<file path="src/rtl/serial_capture_reg_if.sv">
// Handshake bundle for serial_capture_reg: serial input side plus the parallel word/valid/ack side.
interface serial_capture_reg_if #(
    parameter int unsigned WIDTH = 8
);
    logic             start;
    logic             din;
    logic             ack;
    logic [WIDTH-1:0] data;
    logic             valid;
    logic             busy;
    logic             overrun;

    // Producer/consumer side: drives the serial stream and acknowledges words
    modport master (
        output start,
        output din,
        output ack,
        input  data,
        input  valid,
        input  busy,
        input  overrun
    );

    // Capture block side
    modport slave (
        input  start,
        input  din,
        input  ack,
        output data,
        output valid,
        output busy,
        output overrun
    );
endinterface

</file>
<file path="src/rtl/serial_capture_reg.sv">
// Serial-in/parallel-out capture stage: shifts WIDTH bits from the upstream DFF into a word
// and presents it with valid/ack, flagging a sticky overrun if a frame is requested too early.
module serial_capture_reg #(
    parameter int unsigned WIDTH     = 8,
    parameter bit          MSB_FIRST = 1'b1
) (
    input  logic               clk,
    input  logic               R,
    serial_capture_reg_if.slave bus
);
    localparam int unsigned    CNT_W    = $clog2(WIDTH) + 1;
    localparam logic [CNT_W-1:0] LAST_BIT = CNT_W'(WIDTH - 1);

    typedef enum logic [1:0] {
        IDLE,
        SHIFT,
        HOLD
    } state_t;

    state_t           state_q, state_d;
    logic [CNT_W-1:0] cnt_q, cnt_d;
    logic [WIDTH-1:0] shift_q, shift_d;
    logic [WIDTH-1:0] data_q, data_d;
    logic             valid_q, valid_d;
    logic             busy_q, busy_d;
    logic             overrun_q, overrun_d;
    logic [WIDTH-1:0] shift_in;

    // Old shift contents fall off the far end after WIDTH shifts, so no clear is needed at frame start
    assign shift_in = MSB_FIRST ? {shift_q[WIDTH-2:0], bus.din}
                                : {bus.din, shift_q[WIDTH-1:1]};

    always_comb begin
        state_d   = state_q;
        cnt_d     = cnt_q;
        shift_d   = shift_q;
        data_d    = data_q;
        valid_d   = valid_q;
        busy_d    = busy_q;
        overrun_d = overrun_q;

        case (state_q)
            IDLE: begin
                if (bus.start) begin
                    shift_d = shift_in;
                    cnt_d   = CNT_W'(1);
                    busy_d  = 1'b1;
                    state_d = SHIFT;
                end
            end
            SHIFT: begin
                shift_d = shift_in;
                if (cnt_q == LAST_BIT) begin
                    data_d  = shift_in;
                    valid_d = 1'b1;
                    busy_d  = 1'b0;
                    cnt_d   = '0;
                    state_d = HOLD;
                end else begin
                    cnt_d = cnt_q + CNT_W'(1);
                end
            end
            HOLD: begin
                if (bus.ack) begin
                    valid_d = 1'b0;
                    // ack+start together chains straight into the next frame with no bubble
                    if (bus.start) begin
                        shift_d = shift_in;
                        cnt_d   = CNT_W'(1);
                        busy_d  = 1'b1;
                        state_d = SHIFT;
                    end else begin
                        state_d = IDLE;
                    end
                end else if (bus.start) begin
                    overrun_d = 1'b1;
                end
            end
            default: begin
                state_d = IDLE;
            end
        endcase
    end

    always_ff @(posedge clk or posedge R) begin
        if (R) begin
            state_q   <= IDLE;
            cnt_q     <= '0;
            shift_q   <= '0;
            data_q    <= '0;
            valid_q   <= 1'b0;
            busy_q    <= 1'b0;
            overrun_q <= 1'b0;
        end else begin
            state_q   <= state_d;
            cnt_q     <= cnt_d;
            shift_q   <= shift_d;
            data_q    <= data_d;
            valid_q   <= valid_d;
            busy_q    <= busy_d;
            overrun_q <= overrun_d;
        end
    end

    assign bus.data    = data_q;
    assign bus.valid   = valid_q;
    assign bus.busy    = busy_q;
    assign bus.overrun = overrun_q;
endmodule

</file>
<file path="src/flat_wrapper.sv">
// flat-port wrapper written by rule: the top's interface ports become plain ports
module serial_capture_reg_flat 
#(
    parameter int unsigned WIDTH     = 8,
    parameter bit          MSB_FIRST = 1'b1
)
  (clk, R, bus_start, bus_din, bus_ack, bus_data, bus_valid, bus_busy, bus_overrun);
  serial_capture_reg_if #(.WIDTH(WIDTH)) bus_i ();
  input  logic clk;
  input  logic R;
  input wire logic [$bits(bus_i.start)-1:0] bus_start;
  input wire logic [$bits(bus_i.din)-1:0] bus_din;
  input wire logic [$bits(bus_i.ack)-1:0] bus_ack;
  output wire logic [$bits(bus_i.data)-1:0] bus_data;
  output wire logic [$bits(bus_i.valid)-1:0] bus_valid;
  output wire logic [$bits(bus_i.busy)-1:0] bus_busy;
  output wire logic [$bits(bus_i.overrun)-1:0] bus_overrun;
  assign bus_i.start = bus_start;
  assign bus_i.din = bus_din;
  assign bus_i.ack = bus_ack;
  assign bus_data = bus_i.data;
  assign bus_valid = bus_i.valid;
  assign bus_busy = bus_i.busy;
  assign bus_overrun = bus_i.overrun;
  serial_capture_reg #(.WIDTH(WIDTH), .MSB_FIRST(MSB_FIRST)) u_core (.clk(clk), .R(R), .bus(bus_i));
endmodule
</file>
<file path="config.mk">
export PLATFORM = sky130hd
export DESIGN_NAME = serial_capture_reg_flat
export DESIGN_NICKNAME = d
export VERILOG_FILES = /design/src/rtl/serial_capture_reg_if.sv /design/src/rtl/serial_capture_reg.sv /design/src/flat_wrapper.sv
export SDC_FILE = /design/constraint.sdc
export NUM_CORES = 1
export LEC_CHECK = 0
export ABC_CLOCK_PERIOD_IN_PS = 1710
export CAP_MARGIN = 10
export CORE_MARGIN = 5
export CORE_UTILIZATION = 40
export CTS_CLUSTER_DIAMETER = 60
export DETAILED_ROUTE_END_ITERATION = 8
export HOLD_SLACK_MARGIN = 0.02
export PLACE_DENSITY = 0.63
export SLEW_MARGIN = 40
export SYNTH_ARGS = -nofsm -noshare
export SYNTH_HDL_FRONTEND = slang
export SYNTH_SLANG_ARGS = --single-unit
</file>
<file path="constraint.sdc">
create_clock -name clk -period 1.71 [get_ports clk]
set_input_delay 0.342 -clock clk [delete_from_list [all_inputs] [get_ports clk]]
set_output_delay 0.342 -clock clk [all_outputs]
set_load 0.01 [all_outputs]
</file>
* Yosys cells after proc, flatten, opt, wreduce, memory -nomap -nowiden
Cells that the tools add are included.
** Cells by class
- Reductions and logical operators :: 9
- Bitwise operators :: 1
- Equality and inequality tests :: 6
- Add/subtract/negate cells :: 1
- Mux-type cells :: 19
** Operator list (number)
- $pmux W8 S3 :: 1
- $mux W8 :: 2
- $mux W4 :: 3
- $pmux W4 S3 :: 1
- $reduce_and A3 Y1 :: 4
- $mux W1 :: 6
- $mux W2 :: 3
- $pmux W2 S3 :: 1
- $add A4 B1 Y4 const B :: 1
- $eq A4 B3 Y1 const B :: 1
- $ne A2 B2 Y1 const B :: 2
- $reduce_and A2 Y1 :: 2
- $pmux W1 S3 :: 1
- $reduce_bool A3 Y1 :: 1
- $eq A2 B1 Y1 const B :: 1
- $eq A2 B2 Y1 const B :: 1
- $logic_not A2 Y1 :: 1
- $ne A2 B1 Y1 const B :: 1
- $pmux W1 S2 :: 1
- $reduce_bool A2 Y1 :: 1
- $not A1 Y1 :: 1
** Storage, ports and cells
- Output and inout port bits :: 11
- Input port bits :: 5
- Register bits after elaboration :: 25
- Logic and storage cells :: 43

* Depth between registers and ports, before layout
Gate-level depths: netlist (run 1).
- Depth in word-level cells :: 3
- Mapped depth :: 5
- Mapped depth without buffers :: 4

* Worst setup path before layout (run 1)
OpenSTA, ideal clock, no wires.
- Path type :: reg-to-reg
- Start :: register u_core.cnt_q[0]
- End :: register u_core.data_q[0] (netlist: u_core.bus.data[0])
- Setup slack :: 263 ps
- Required time :: 1585 ps
- Arrival :: 1322 ps
- Setup time :: 125 ps
- Stages on the path, launching flop included :: 5
- Cells stage by stage :: dfrtp_1 > ha_1 > nand3b_1 > nor2_2 > mux2_2
** Between the ends
- Word-level cells in the longest chain between the ends :: 2
** RTL lines
- from (decl) :: line serial_capture_reg.sv:21 : logic [CNT_W-1:0] cnt_q, cnt_d;
- from (signal assigned) :: line serial_capture_reg.sv:96 : cnt_q <= cnt_d;
- $eq A4 B3 Y1 :: line serial_capture_reg.sv:53 : if (cnt_q == LAST_BIT) begin
- $reduce_and A2 Y1 (no line)
- to (signal assigned) :: line serial_capture_reg.sv:98 : data_q <= data_d;
- to (decl) :: line serial_capture_reg.sv:23 : logic [WIDTH-1:0] data_q, data_d;
Every way passes these cells.
A chain may end at the register's enable or synchronous reset.

* Final worst setup path (run 1)
- Start :: register u_core.valid_q (netlist: u_core.bus.valid)
- End :: output port bus_valid
** RTL lines
- from (decl) :: line serial_capture_reg.sv:24 : logic valid_q, valid_d;
- from (signal assigned) :: line serial_capture_reg.sv:99 : valid_q <= valid_d;
- to (decl) :: line flat_wrapper.sv:15 : output wire logic [$bits(bus_i.valid)-1:0] bus_valid;
No word-level cell between the ends.

==> results of run 1 <==
==> final cells by class <==
class | instances | area (sq um)
Tap cell | 30 | 37.5
Sequential cell | 24 | 601
Multi-Input combinational cell | 48 | 410
Timing Repair Buffer | 21 | 195
Clock buffer | 3 | 22.5
Clock inverter | 1 | 30.0
Fill cell | 227 | 1180
Inverter | 1 | 3.75
==> placed cells by master (no fill, tap or decap), types with 2 or more instances in the layout <==
cell type	Yosys	routed
mux2_2	10	10
clkdlybuf4s50_1	0	15
nand2b_4	2	2
o21a_1	2	2
a21oi_1	7	7
nand2_1	2	2
clkbuf_4	0	3
dfrtp_1	24	24
mux2_4	5	5
nor2_1	2	2
buf_4	0	6
a21o_1	2	2
o21ai_0	2	2
==> power breakdown <==
part           switching, mW  leakage (nW)  total (mW)  internal [mW]
Sequential             0.216         0.286        1.06          0.845
Clock                  0.163        0.0279       0.399          0.237
Combinational          0.386         0.280        1.06          0.677
==> metrics by stage <==
stage | hold slack [ns] | util | power (mW)
floorplan | 0.357 | - | 1.75
global placement | 0.467 | 0.504 | 2.12
detailed placement | 0.478 | 0.504 | 2.16
CTS | 0.361 | 0.525 | 2.56
global route | 0.377 | 0.525 | 2.73
finish | 0.361 | 0.525 | 2.52
==> logic make-up (layout without fill, tap and decap cells) <==
logic type,after synthesis,count (layout)
DFF,24,24
AOI/OAI and AO/OA,17,17
muxes,15,15
and+or+nand+nor,15,15
adders and majority gates,1,1
buffers and inverters,3,26
==> metal layers <==
metal  GRT usage  up-vias
li1            -      312
met1       0.160      327
met2       0.174       11
met3      0.0234        2
met4      0.0464        0
met5           0        -
==> how the worst max path moves through the flow <==
stage / to / slack [ns] / cells past startpoint
2_1_floorplan: u_core.bus.data[0]$_DFFE_PP0P_ / 0.26 / 4
3_3_place_gp: u_core.shift_q[3]$_DFFE_PP0P_ / 0.02 / 4
3_5_place_dp: u_core.shift_q[4]$_DFFE_PP0P_ / 0.003 / 4
4_1_cts: bus_valid / 0.1 / 1
5_1_grt: bus_valid / 0.05 / 1
6_report: bus_valid / 0.12 / 1
==> synthesized netlist by cell type, drive strengths merged <==
library cell  instances
buf                   2
and3                  1
o22ai                 1
nor4                  1
o21a                  2
mux2                 15
a21oi                 7
or2b                  1
a211o                 1
o21bai                1
nand3b                1
o21ai                 2
and2b                 1
a22o                  1
a21o                  2
nand3                 1
inv                   1
nand2b                3
nor2                  3
ha                    1
and3b                 1
nand2                 2
dfrtp                24
==> flip-flops by register name (all words and copies together) (netlist names) <==
name                count
u_core.bus.data         8
u_core.shift_q          7
u_core.cnt_q            4
u_core.state_q          2
u_core.bus.busy         1
u_core.bus.overrun      1
u_core.bus.valid        1
==> results.toml, run 1 <==
[synthesis]
synth_top_family_by_area = "multiplexers"
yosys-top-cells-area = "dfrtp_1, mux2_2, mux2_4"
syn_area_sq_um = 1040
yosysTopAreaCell = "dfrtp_1"
synth-seq-cells = 24
ys_types = 26
syn_area_per_cell_sq_um = 13.8
synth_top_area_frac = 0.579
seq_area_frac_synth = 0.579
muxShareOfSynthArea = 0.181
yosys.area_share.simple = 0.100
syn-num-nets = 81
synthAdderAreaFrac = 0.0121
syn_inst = 75
synth_compound_area_frac = 0.103
ys_warn_count = 0
synth_xor_area_frac = 0

[floorplan]
dieArea_sq_um = 3710
die_x_um = 60.9
initial_core_util = 0.419
coreArea_sq_um = 2480
io_pins = 16
rows = 18
die_y_um = 60.9

[drt]
top_layer_used = "met4"
wl_um = 1740
wl_met3_um = 73
dr_total_vias = 652
wire_per_inst_um = 13.6
viasPerCell = 5.09
m1WireLength_um = 838
dr.pass1.iters = 3
wl_met2_um = 811
drc = 0
drt_iter0_drc = 33
ant_nets = 0

[placed_design]
gp_congestion = 0.759
placed_cells = 124
portBuffers = 15
placed_area_sq_um = 1250
dp_hpwl_um = 1270
dp_slack_ns = 0.00309

[clocking]
clockRootBuffer = "clkbuf_4"
clk_path_buf_depth = 2
cts_resized = 0
clock_latency_ns = 0.30
numCtsBuffers = 3
ctsHoldBuffers = 0
clk_pin_slew_ns = 0.13
cts_tree = "yes"
post_cts_buffers = 0
cts.sinks = 24
htreeDepth = 1

[run_status]
status = "completed"

[timing]
tightest_slew_ns = 0.335
period_minus_slack_ns = 1.59
rsz0062_at_grt = "false"
hold_viol = 0
finalWorstSetupSlack_ns = 0.116
fmax_ghz = 0.628
setup_viol = 0
skew_ns = 0.00495
finalCritPeriodShare = 0.932
slew_violations = 0
totalNegativeSetupSlack_ns = 0
relSlewSlack = 0.777

[global_routing]
antenna_found_initial = 0
grt.overflow.total = 0
grt_usage = 0.115
grt_pass1_vias = 701
grt_max_degree = 25
grt_pass1_wl_um = 3210

[critical_path]
path_max_fanout = 3
crit_buf_inv = 1
r2r_end = "u_core.bus.data[6]$_DFFE_PP0P_"
crit_path_start_kind = "flip-flop"
reg2reg_from = "u_core.cnt_q[0]$_DFFE_PP0P_"
endpoint_kind = "output port"
crit_path_cell_trace = "clkdlybuf4s50_1"
critPathMaxStageDelay_ns = 0.55
reg2reg_slack_ns = 0.17
path_delay_family = "buffers and inverters"
cp.required_ns = 1.37
crit_slowest_cell = "clkdlybuf4s50_1"
cp-startpoint = "u_core.bus.valid$_DFFE_PP0P_"
path_class = "reg -> out"
cp.arrival_ns = 1.25
r2r.worst_path.cells = 5

[pwr]
power_per_cell_area_nw_per_um2 = 1940
ir_drop_mv = 0.905
power.leakage_nw = 0.594

[layout]
drive_gt1_frac = 0.286
finalInstanceArea_sq_um = 1300
layoutNonFillerInstCount = 128
nets = 105
diodes = 0
syn2layout_area_growth_pct = 25.3

[min_path]
hold_class = "in -> async"

[run]
drv_cap = 0
Note: power is estimated with default switching activity, not from simulation.
==> run 2: changes to the inputs <==
PLACE_DENSITY = unset   (was 0.63)
PLACE_DENSITY_LB_ADDON = 0.15   (was unset)
==> results.toml, run 2 (synthesis gave the netlist of run 1 again) <==
[timing]
finalWorstSetupSlack_ns = 0.108
relSlewSlack = 0.758
whs_ns = 0.349
skew_ns = 0.00372
fmax_ghz = 0.624
setup_viol = 0
totalNegativeSetupSlack_ns = 0
hold_viol = 0
period_minus_slack_ns = 1.60
slew_violations = 0
finalCritPeriodShare = 0.937
tightest_slew_ns = 0.363
rsz0062_at_grt = "false"

[global_routing]
grt_pass1_vias = 720
grt.overflow.total = 0
antenna_found_initial = 0
grt_usage = 0.127
grt_pass1_wl_um = 3400
grt_max_degree = 25

[layout]
nets = 105
syn2layout_area_growth_pct = 23.8
diodes = 0
drive_gt1_frac = 0.286
largest_reg_flops = 8
layout_common_cells = "dfrtp_1, clkdlybuf4s50_1, mux2_2"
layout_commonest_cell = "dfrtp_1"
post-route-util = 0.518
fillers = 230

[drt]
drc = 0
drt_iter0_drc = 5
dr_total_vias = 660
wl_um = 1800
dr.pass1.iters = 4
viasPerCell = 5.16
ant_nets = 0
wire_per_inst_um = 14.0

[floorplan]
io_pins = 16
die_x_um = 60.9
die_y_um = 60.9
rows = 18
initial_core_util = 0.419
dieArea_sq_um = 3710
coreArea_sq_um = 2480

[min_path]
hold_class = "in -> async"

[critical_path]
crit_path_start_kind = "flip-flop"
path_delay_family = "buffers and inverters"
critPathMaxStageDelay_ns = 0.54
r2r.worst_path.cells = 3
reg2reg_from = "u_core.state_q[0]$_DFFE_PP0P_"
crit_buf_inv = 1
r2r_end = "u_core.shift_q[4]$_DFFE_PP0P_"
path_class = "reg -> out"
cp.required_ns = 1.37
path_max_fanout = 3
cp.arrival_ns = 1.26
reg2reg_slack_ns = 0.18
cp-startpoint = "u_core.bus.busy$_DFFE_PP0P_"
crit_slowest_cell = "clkdlybuf4s50_1"
crit_path_cell_trace = "clkdlybuf4s50_1"
endpoint_kind = "output port"
worst-path-stages = 1

[placed_design]
dp_slack_ns = -0.00305
dp_hpwl_um = 1340
gp_congestion = 0.760
portBuffers = 15

[run_status]
status = "completed"

[clocking]
clk_path_buf_depth = 2
htreeDepth = 1
clockRootBuffer = "clkbuf_4"
post_cts_buffers = 0
cts.sinks = 24
ctsHoldBuffers = 0
clk_pin_slew_ns = 0.13
cts_tree = "yes"
numCtsBuffers = 3
cts_resized = 0
clock_latency_ns = 0.31

[pwr]
ir_drop_mv = 1.01
total_power_mw = 2.43
power_per_cell_area_nw_per_um2 = 1890
power.leakage_nw = 0.587

[run]
drv_cap = 0
-- run 2: final cells by class --
type	count	area, sq um	share of cell area
inverters	1	3.75	0.00292
clock buffers	4	36.3	0.0283
repair buffers	21	195	0.152
multi-input cells	48	410	0.320
flip-flops and latches	24	601	0.468
well taps	30	37.5	0.0292
-- run 2: power by group --
part           switching [mW]  internal, mW
sequential              0.221         0.845
clock                   0.168         0.130
combinational           0.390         0.677
total                   0.780          1.65
-- run 2: worst max-delay path by stage --
stage / to / slack [ns]
4_1_cts: bus_busy / 0.09
3_5_place_dp: u_core.shift_q[4]$_DFFE_PP0P_ / -0.003
2_1_floorplan: u_core.bus.data[0]$_DFFE_PP0P_ / 0.26
5_1_grt: bus_valid / 0.04
3_3_place_gp: u_core.shift_q[4]$_DFFE_PP0P_ / 0.007
6_report: bus_busy / 0.11
-- run 2: layer usage --
metal	routed length [um]	track usage
met1	892	0.161
met4	24	0.0464
met2	795	0.195
met3	81	0.0489
met5	0	0
-- run 2: worst register-to-register path, cell delays in order (launching register included) --
cell      delay (ns)
dfrtp_1         0.55
nand2b_4        0.20
a21o_1          0.34
mux2_4          0.34
-- run 2: per-stage QoR --
stage,cells,instance area (sq um)
after floorplan,75,1040
after CTS,128,1280
after detailed placement,124,1250
after global placement,124,1250
after global routing,128,1280
final,128,1280
